## src/rtl/axi_lite_master.sv

```systemverilog
// AXI4-Lite initiator: accepts one register command at a time and returns one response.
// A per-command timeout aborts hung transactions; stray B/R beats are drained while idle.
module axi_lite_master #(
  parameter int C_M_AXI_ADDR_WIDTH = 40,
  parameter int C_M_AXI_DATA_WIDTH = 32,
  parameter int TIMEOUT_CYCLES     = 1024
) (
  input  logic                              axi_aclk,
  input  logic                              axi_reset,
  input  logic                              cmd_valid,
  output logic                              cmd_ready,
  input  logic                              cmd_write,
  input  logic [C_M_AXI_ADDR_WIDTH-1:0]     cmd_addr,
  input  logic [C_M_AXI_DATA_WIDTH-1:0]     cmd_wdata,
  input  logic [C_M_AXI_DATA_WIDTH/8-1:0]   cmd_wstrb,
  output logic                              rsp_valid,
  input  logic                              rsp_ready,
  output logic [C_M_AXI_DATA_WIDTH-1:0]     rsp_rdata,
  output logic [1:0]                        rsp_resp,
  output logic                              rsp_timeout,
  output logic [C_M_AXI_ADDR_WIDTH-1:0]     M_AXI_awaddr,
  output logic [2:0]                        M_AXI_awprot,
  output logic                              M_AXI_awvalid,
  input  logic                              M_AXI_awready,
  output logic [C_M_AXI_DATA_WIDTH-1:0]     M_AXI_wdata,
  output logic [C_M_AXI_DATA_WIDTH/8-1:0]   M_AXI_wstrb,
  output logic                              M_AXI_wvalid,
  input  logic                              M_AXI_wready,
  input  logic [1:0]                        M_AXI_bresp,
  input  logic                              M_AXI_bvalid,
  output logic                              M_AXI_bready,
  output logic [C_M_AXI_ADDR_WIDTH-1:0]     M_AXI_araddr,
  output logic [2:0]                        M_AXI_arprot,
  output logic                              M_AXI_arvalid,
  input  logic                              M_AXI_arready,
  input  logic [C_M_AXI_DATA_WIDTH-1:0]     M_AXI_rdata,
  input  logic [1:0]                        M_AXI_rresp,
  input  logic                              M_AXI_rvalid,
  output logic                              M_AXI_rready
);

  localparam int CNT_W = $clog2(TIMEOUT_CYCLES) + 1;
  localparam logic [CNT_W-1:0] CNT_LAST = CNT_W'(TIMEOUT_CYCLES - 1);
  localparam int STRB_W = C_M_AXI_DATA_WIDTH / 8;

  typedef enum logic [2:0] {
    IDLE         = 3'd0,
    WR_ADDR_DATA = 3'd1,
    WR_RESP      = 3'd2,
    RD_ADDR      = 3'd3,
    RD_DATA      = 3'd4,
    RSP          = 3'd5
  } state_t;

  state_t                          state_q, state_d;
  logic [C_M_AXI_ADDR_WIDTH-1:0]   addr_q, addr_d;
  logic [C_M_AXI_DATA_WIDTH-1:0]   wdata_q, wdata_d;
  logic [STRB_W-1:0]               wstrb_q, wstrb_d;
  logic [CNT_W-1:0]                cnt_q, cnt_d;
  logic                            awvalid_q, awvalid_d;
  logic                            wvalid_q, wvalid_d;
  logic                            arvalid_q, arvalid_d;
  logic [C_M_AXI_DATA_WIDTH-1:0]   rdata_q, rdata_d;
  logic [1:0]                      resp_q, resp_d;
  logic                            timeout_q, timeout_d;
  logic                            cmd_ready_q, bready_q, rready_q, rsp_valid_q;
  logic                            cnt_last_s, aw_done_s, w_done_s;

  assign cnt_last_s = (cnt_q == CNT_LAST);
  // A channel counts as done once its valid has dropped or is handshaking this cycle.
  assign aw_done_s  = !awvalid_q || M_AXI_awready;
  assign w_done_s   = !wvalid_q || M_AXI_wready;

  always_comb begin
    state_d   = state_q;
    addr_d    = addr_q;
    wdata_d   = wdata_q;
    wstrb_d   = wstrb_q;
    cnt_d     = cnt_q;
    awvalid_d = awvalid_q;
    wvalid_d  = wvalid_q;
    arvalid_d = arvalid_q;
    rdata_d   = rdata_q;
    resp_d    = resp_q;
    timeout_d = timeout_q;
    case (state_q)
      IDLE: begin
        if (cmd_valid && cmd_ready_q) begin
          addr_d  = cmd_addr;
          wdata_d = cmd_wdata;
          wstrb_d = cmd_wstrb;
          cnt_d   = {CNT_W{1'b0}};
          if (cmd_write) begin
            state_d   = WR_ADDR_DATA;
            awvalid_d = 1'b1;
            wvalid_d  = 1'b1;
          end else begin
            state_d   = RD_ADDR;
            arvalid_d = 1'b1;
          end
        end else begin
          state_d = IDLE;
        end
      end
      WR_ADDR_DATA: begin
        cnt_d = cnt_q + CNT_W'(1);
        if (cnt_last_s) begin
          awvalid_d = 1'b0;
          wvalid_d  = 1'b0;
          state_d   = RSP;
          rdata_d   = {C_M_AXI_DATA_WIDTH{1'b0}};
          resp_d    = 2'b10;
          timeout_d = 1'b1;
        end else begin
          awvalid_d = awvalid_q && !M_AXI_awready;
          wvalid_d  = wvalid_q && !M_AXI_wready;
          state_d   = (aw_done_s && w_done_s) ? WR_RESP : WR_ADDR_DATA;
        end
      end
      WR_RESP: begin
        cnt_d = cnt_q + CNT_W'(1);
        if (M_AXI_bvalid) begin
          state_d   = RSP;
          rdata_d   = {C_M_AXI_DATA_WIDTH{1'b0}};
          resp_d    = M_AXI_bresp;
          timeout_d = 1'b0;
        end else if (cnt_last_s) begin
          state_d   = RSP;
          rdata_d   = {C_M_AXI_DATA_WIDTH{1'b0}};
          resp_d    = 2'b10;
          timeout_d = 1'b1;
        end else begin
          state_d = WR_RESP;
        end
      end
      RD_ADDR: begin
        cnt_d = cnt_q + CNT_W'(1);
        if (cnt_last_s) begin
          arvalid_d = 1'b0;
          state_d   = RSP;
          rdata_d   = {C_M_AXI_DATA_WIDTH{1'b0}};
          resp_d    = 2'b10;
          timeout_d = 1'b1;
        end else if (M_AXI_arready) begin
          arvalid_d = 1'b0;
          state_d   = RD_DATA;
        end else begin
          state_d = RD_ADDR;
        end
      end
      RD_DATA: begin
        cnt_d = cnt_q + CNT_W'(1);
        if (M_AXI_rvalid) begin
          state_d   = RSP;
          rdata_d   = M_AXI_rdata;
          resp_d    = M_AXI_rresp;
          timeout_d = 1'b0;
        end else if (cnt_last_s) begin
          state_d   = RSP;
          rdata_d   = {C_M_AXI_DATA_WIDTH{1'b0}};
          resp_d    = 2'b10;
          timeout_d = 1'b1;
        end else begin
          state_d = RD_DATA;
        end
      end
      RSP: begin
        state_d = rsp_ready ? IDLE : RSP;
      end
      default: begin
        state_d = IDLE;
      end
    endcase
  end

  // Handshake outputs are registered from the next state so no input reaches an output combinationally.
  always_ff @(posedge axi_aclk) begin
    if (axi_reset) begin
      state_q     <= IDLE;
      addr_q      <= {C_M_AXI_ADDR_WIDTH{1'b0}};
      wdata_q     <= {C_M_AXI_DATA_WIDTH{1'b0}};
      wstrb_q     <= {STRB_W{1'b0}};
      cnt_q       <= {CNT_W{1'b0}};
      awvalid_q   <= 1'b0;
      wvalid_q    <= 1'b0;
      arvalid_q   <= 1'b0;
      rdata_q     <= {C_M_AXI_DATA_WIDTH{1'b0}};
      resp_q      <= 2'b00;
      timeout_q   <= 1'b0;
      cmd_ready_q <= 1'b0;
      bready_q    <= 1'b1;
      rready_q    <= 1'b1;
      rsp_valid_q <= 1'b0;
    end else begin
      state_q     <= state_d;
      addr_q      <= addr_d;
      wdata_q     <= wdata_d;
      wstrb_q     <= wstrb_d;
      cnt_q       <= cnt_d;
      awvalid_q   <= awvalid_d;
      wvalid_q    <= wvalid_d;
      arvalid_q   <= arvalid_d;
      rdata_q     <= rdata_d;
      resp_q      <= resp_d;
      timeout_q   <= timeout_d;
      cmd_ready_q <= (state_d == IDLE);
      bready_q    <= (state_d == IDLE) || (state_d == WR_RESP) || (state_d == RSP);
      rready_q    <= (state_d == IDLE) || (state_d == RD_DATA) || (state_d == RSP);
      rsp_valid_q <= (state_d == RSP);
    end
  end

  assign cmd_ready     = cmd_ready_q;
  assign rsp_valid     = rsp_valid_q;
  assign rsp_rdata     = rdata_q;
  assign rsp_resp      = resp_q;
  assign rsp_timeout   = timeout_q;
  assign M_AXI_awaddr  = addr_q;
  assign M_AXI_awprot  = 3'b000;
  assign M_AXI_awvalid = awvalid_q;
  assign M_AXI_wdata   = wdata_q;
  assign M_AXI_wstrb   = wstrb_q;
  assign M_AXI_wvalid  = wvalid_q;
  assign M_AXI_bready  = bready_q;
  assign M_AXI_araddr  = addr_q;
  assign M_AXI_arprot  = 3'b000;
  assign M_AXI_arvalid = arvalid_q;
  assign M_AXI_rready  = rready_q;

endmodule

```

## config.mk

```make
export PLATFORM = sky130hd
export DESIGN_NAME = axi_lite_master
export DESIGN_NICKNAME = d
export VERILOG_FILES = /design/src/rtl/axi_lite_master.sv
export SDC_FILE = /design/constraint.sdc
export NUM_CORES = 1
export LEC_CHECK = 0
export CAP_MARGIN = 20
export CORE_ASPECT_RATIO = 0.8
export CORE_MARGIN = 1
export CORE_UTILIZATION = 42
export DETAILED_ROUTE_END_ITERATION = 12
export PLACE_DENSITY_LB_ADDON = 0.05
export SLEW_MARGIN = 40
export SYNTH_ARGS = -nofsm -noshare
export SYNTH_HDL_FRONTEND = slang
export SYNTH_SLANG_ARGS = --single-unit
```

## constraint.sdc

```tcl
create_clock -name axi_aclk -period 4.21 [get_ports axi_aclk]
set_input_delay 0.6315 -clock axi_aclk [delete_from_list [all_inputs] [get_ports axi_aclk]]
set_output_delay 0.6315 -clock axi_aclk [all_outputs]
set_load 0.005 [all_outputs]
```

==> impl_metrics.sql <==
INSERT INTO impl_metrics (metric_group, metric, value, unit) VALUES
('outcome', 'outcome', 'finished, final reports clean', ''),
('placement', 'place_inst', '970', ''),
('layout', 'fillerInstances', '906', ''),
('floorplan', 'die_area', '12700', 'sq um'),
('logic_synthesis', 'synth_edf_count', '0', ''),
('worst_setup_path', 'cpMaxStageDelayCell', 'nand3_2', ''),
('detailed_routing', 'drc', '0', ''),
('logic_synthesis', 'cell_area_synth', '5160', 'sq um'),
('min_path', 'min_from', 'M_AXI_wdata[21]', ''),
('clock_network', 'cts_hold_repair.buffers', '0', ''),
('logic_synthesis', 'netlist_instances', '620', ''),
('floorplan', 'initial_core_util', '44.0', '%'),
('detailed_routing', 'dr_total_vias', '4970', ''),
('floorplan', 'coreArea', '11700', 'sq um'),
('detailed_routing', 'met2_wirelength', '7570', 'um'),
('power_and_ir_drop', 'peak_ir_drop_on_the_vdd_network', '0.350', 'mV'),
('clock_network', 'clk_pin_slew', '0.05', 'ns'),
('min_path', 'worstHoldPathCells', '2', ''),
('sta', 'post-route-worst-setup-slack', '1.93', 'ns'),
('logic_synthesis', 'synth_warnings', '0', ''),
('logic_synthesis', 'yosysSeqAreaShare', '51.2', '%'),
('grt', 'number_of_global_route_vias_before_repair', '4724', ''),
('sta', 'timing.clock.skew', '0.00933', 'ns'),
('worst_setup_path', 'max_stage_delay_on_crit_path', '0.52', 'ns'),
('power_and_ir_drop', 'power_per_cell_area', '485', 'nW/um^2'),
('flow_run', 'max_cap_violations', '0', ''),
('worst_setup_path', 'reg2regPathDepth', '5', ''),
('clock_network', 'tritoncts', 'built', ''),
('worst_setup_path', 'critical_path.endpoint_type', 'flop', ''),
('placement', 'placement.setup.worst_slack', '1.63', 'ns'),
('detailed_routing', 'antenna_violating_nets_post_route', '0', ''),
('layout', 'finish.cell_count_without_fillers', '999', ''),
('placement', 'gp_routability_congestion', '0.795', ''),
('grt', 'grt.overflow.total', '0', ''),
('placement', 'hpwlAfterDp', '10900', 'um'),
('layout', 'area.growth.synth_to_final', '60.1', '%'),
('layout', 'drive_above_1_share', '4.58', '%'),
('floorplan', 'die_w', '126', 'um'),
('detailed_routing', 'drt-initial-drc-count', '250', ''),
('detailed_routing', 'finalWirelength', '15200', 'um'),
('worst_setup_path', 'worst-path-buf-inv', '1', ''),
('floorplan', 'top_level_ports', '286', ''),
('clock_network', 'insertion_delay', '0.41', 'ns'),
('grt', 'grt_first_pass_wirelength', '23500', 'um'),
('logic_synthesis', 'most_instantiated_flip_flop_cell_in_the_synthesis_netlist', 'dfxtp_1', ''),
('sta', 'fin_tns_setup', '0', 'ns'),
('layout', 'final_cell_mix', 'clkdlybuf4s50_1, nand2_1, dfxtp_1', ''),
('layout', 'final_nets', '964', ''),
('layout', 'final_core_util', '70.4', '%'),
('sta', 'finalCriticalPeriod', '2.28', 'ns'),
('sta', 'timing.fmax', '438', 'MHz'),
('min_path', 'timing.hold.worst.class', 'reg2reg', ''),
('grt', 'grt_use_total', '23.6', '%'),
('detailed_routing', 'wl_met1', '6030', 'um'),
('power_and_ir_drop', 'fin_total_pwr', '4.01', 'mW'),
('detailed_routing', 'routed_wire_length_per_instance', '15.2', 'um'),
('worst_setup_path', 'reg2reg_from', 'state_q[0]', ''),
('sta', 'final-max-slew-violation-count', '0', ''),
('placement', 'placedInstanceArea', '7680', 'sq um'),
('layout', 'final_cell_area', '8260', 'sq um'),
('detailed_routing', 'top_layer', 'met4', ''),
('floorplan', 'placement_rows', '35', ''),
('detailed_routing', 'met3WireLength', '1220', 'um'),
('worst_setup_path', 'required', '4.47', 'ns'),
('grt', 'number_of_antenna_violations_at_the_first_check_in_global_routing', '0', ''),
('logic_synthesis', 'register_bit_total_from_synthesis', '132', ''),
('sta', 'setup-violations-final', '0', ''),
('logic_synthesis', 'syn_area_per_cell', '8.32', 'sq um'),
('worst_setup_path', 'setup.worst_path.start_class', 'flop', ''),
('logic_synthesis', 'yosysTopAreaCellShare', '51.2', '%'),
('floorplan', 'die-height', '101', 'um');
## power by group
group	total, mW	switching, mW	internal [mW]
combinational	1.02	0.459	0.563
sequential	1.52	0.120	1.40
clock	1.47	0.500	0.967
total	4.01	1.08	2.93
## registers in the layout (all words and copies together), names as in the netlist
name / flops
M_AXI_rready: 1
cmd_ready: 1
rsp_rdata: 32
rsp_valid: 1
M_AXI_awvalid: 1
state_q: 3
M_AXI_wstrb: 4
rsp_timeout: 1
rsp_resp: 2
M_AXI_bready: 1
M_AXI_araddr: 40
cnt_q: 11
M_AXI_wvalid: 1
M_AXI_wdata: 32
M_AXI_arvalid: 1
## synth_stat cells (2+ instances only)
master,instances
a211oi_1,2
a21oi_1,84
a22oi_1,32
and2_1,2
and3_1,3
buf_2,15
buf_4,46
clkbuf_1,26
dfxtp_1,132
mux2i_1,3
nand2_1,163
nand2b_1,4
nand3_1,4
nand3b_1,3
nand4_1,3
nor2_1,56
nor2b_1,4
nor3_1,3
nor3b_1,2
nor4_4,2
o21ai_0,4
xor2_1,8
## layer usage
metal | vias up | global-route usage (%)
met5 | - | 0
met4 | 0 | 10.1
met3 | 28 | 8.93
met2 | 204 | 41.1
met1 | 2288 | 26.2
li1 | 2450 | -
## worst max path at each step
stage	from	end	slack, ns	cells after the start
3_5_place_dp	cmd_valid	M_AXI_wdata[11]	1.63	5
4_1_cts	state_q[0]	M_AXI_araddr[12]	1.90	5
3_3_place_gp	M_AXI_rvalid	rsp_rdata[26]	1.64	4
5_1_grt	state_q[0]	M_AXI_wdata[26]	1.64	5
6_report	state_q[0]	M_AXI_wdata[11]	1.93	5
2_1_floorplan	cmd_valid	cnt_q[10]	2.54	5
## cell families (layout without fill, tap and decap cells)
logic type / after synthesis / count (layout) / share of synthesized area, %
compound gates: 133 / 133 / 15.4
xor+xnor: 9 / 9 / 1.53
fa+ha+maj: 1 / 1 / 0.242
buf+inv: 88 / 314 / 10.1
flops: 132 / 132 / 51.2
mux: 3 / 3 / 0.582
other cells: 1 / 6 / 0.0727
simple gates: 253 / 253 / 20.8
## worst reg2reg max path: stages, from the launching register on
cell and delay (ns):
dfxtp_1 0.47, nor3_1 0.39, nand3_2 0.52, buf_4 0.51, nand2_1 0.17, a21oi_1 0.07
## cell type report
cell class | instances | area, sq um | area share, %
Timing Repair Buffer | 284 | 2830 | 34.2
Sequential cell | 132 | 2640 | 32.0
Multi-Input combinational cell | 405 | 2020 | 24.5
Clock buffer | 24 | 482 | 5.83
Tap cell | 148 | 185 | 2.24
Clock inverter | 5 | 100 | 1.21
Inverter | 1 | 3.75 | 0.0454
(Power assumes the default switching activity.)
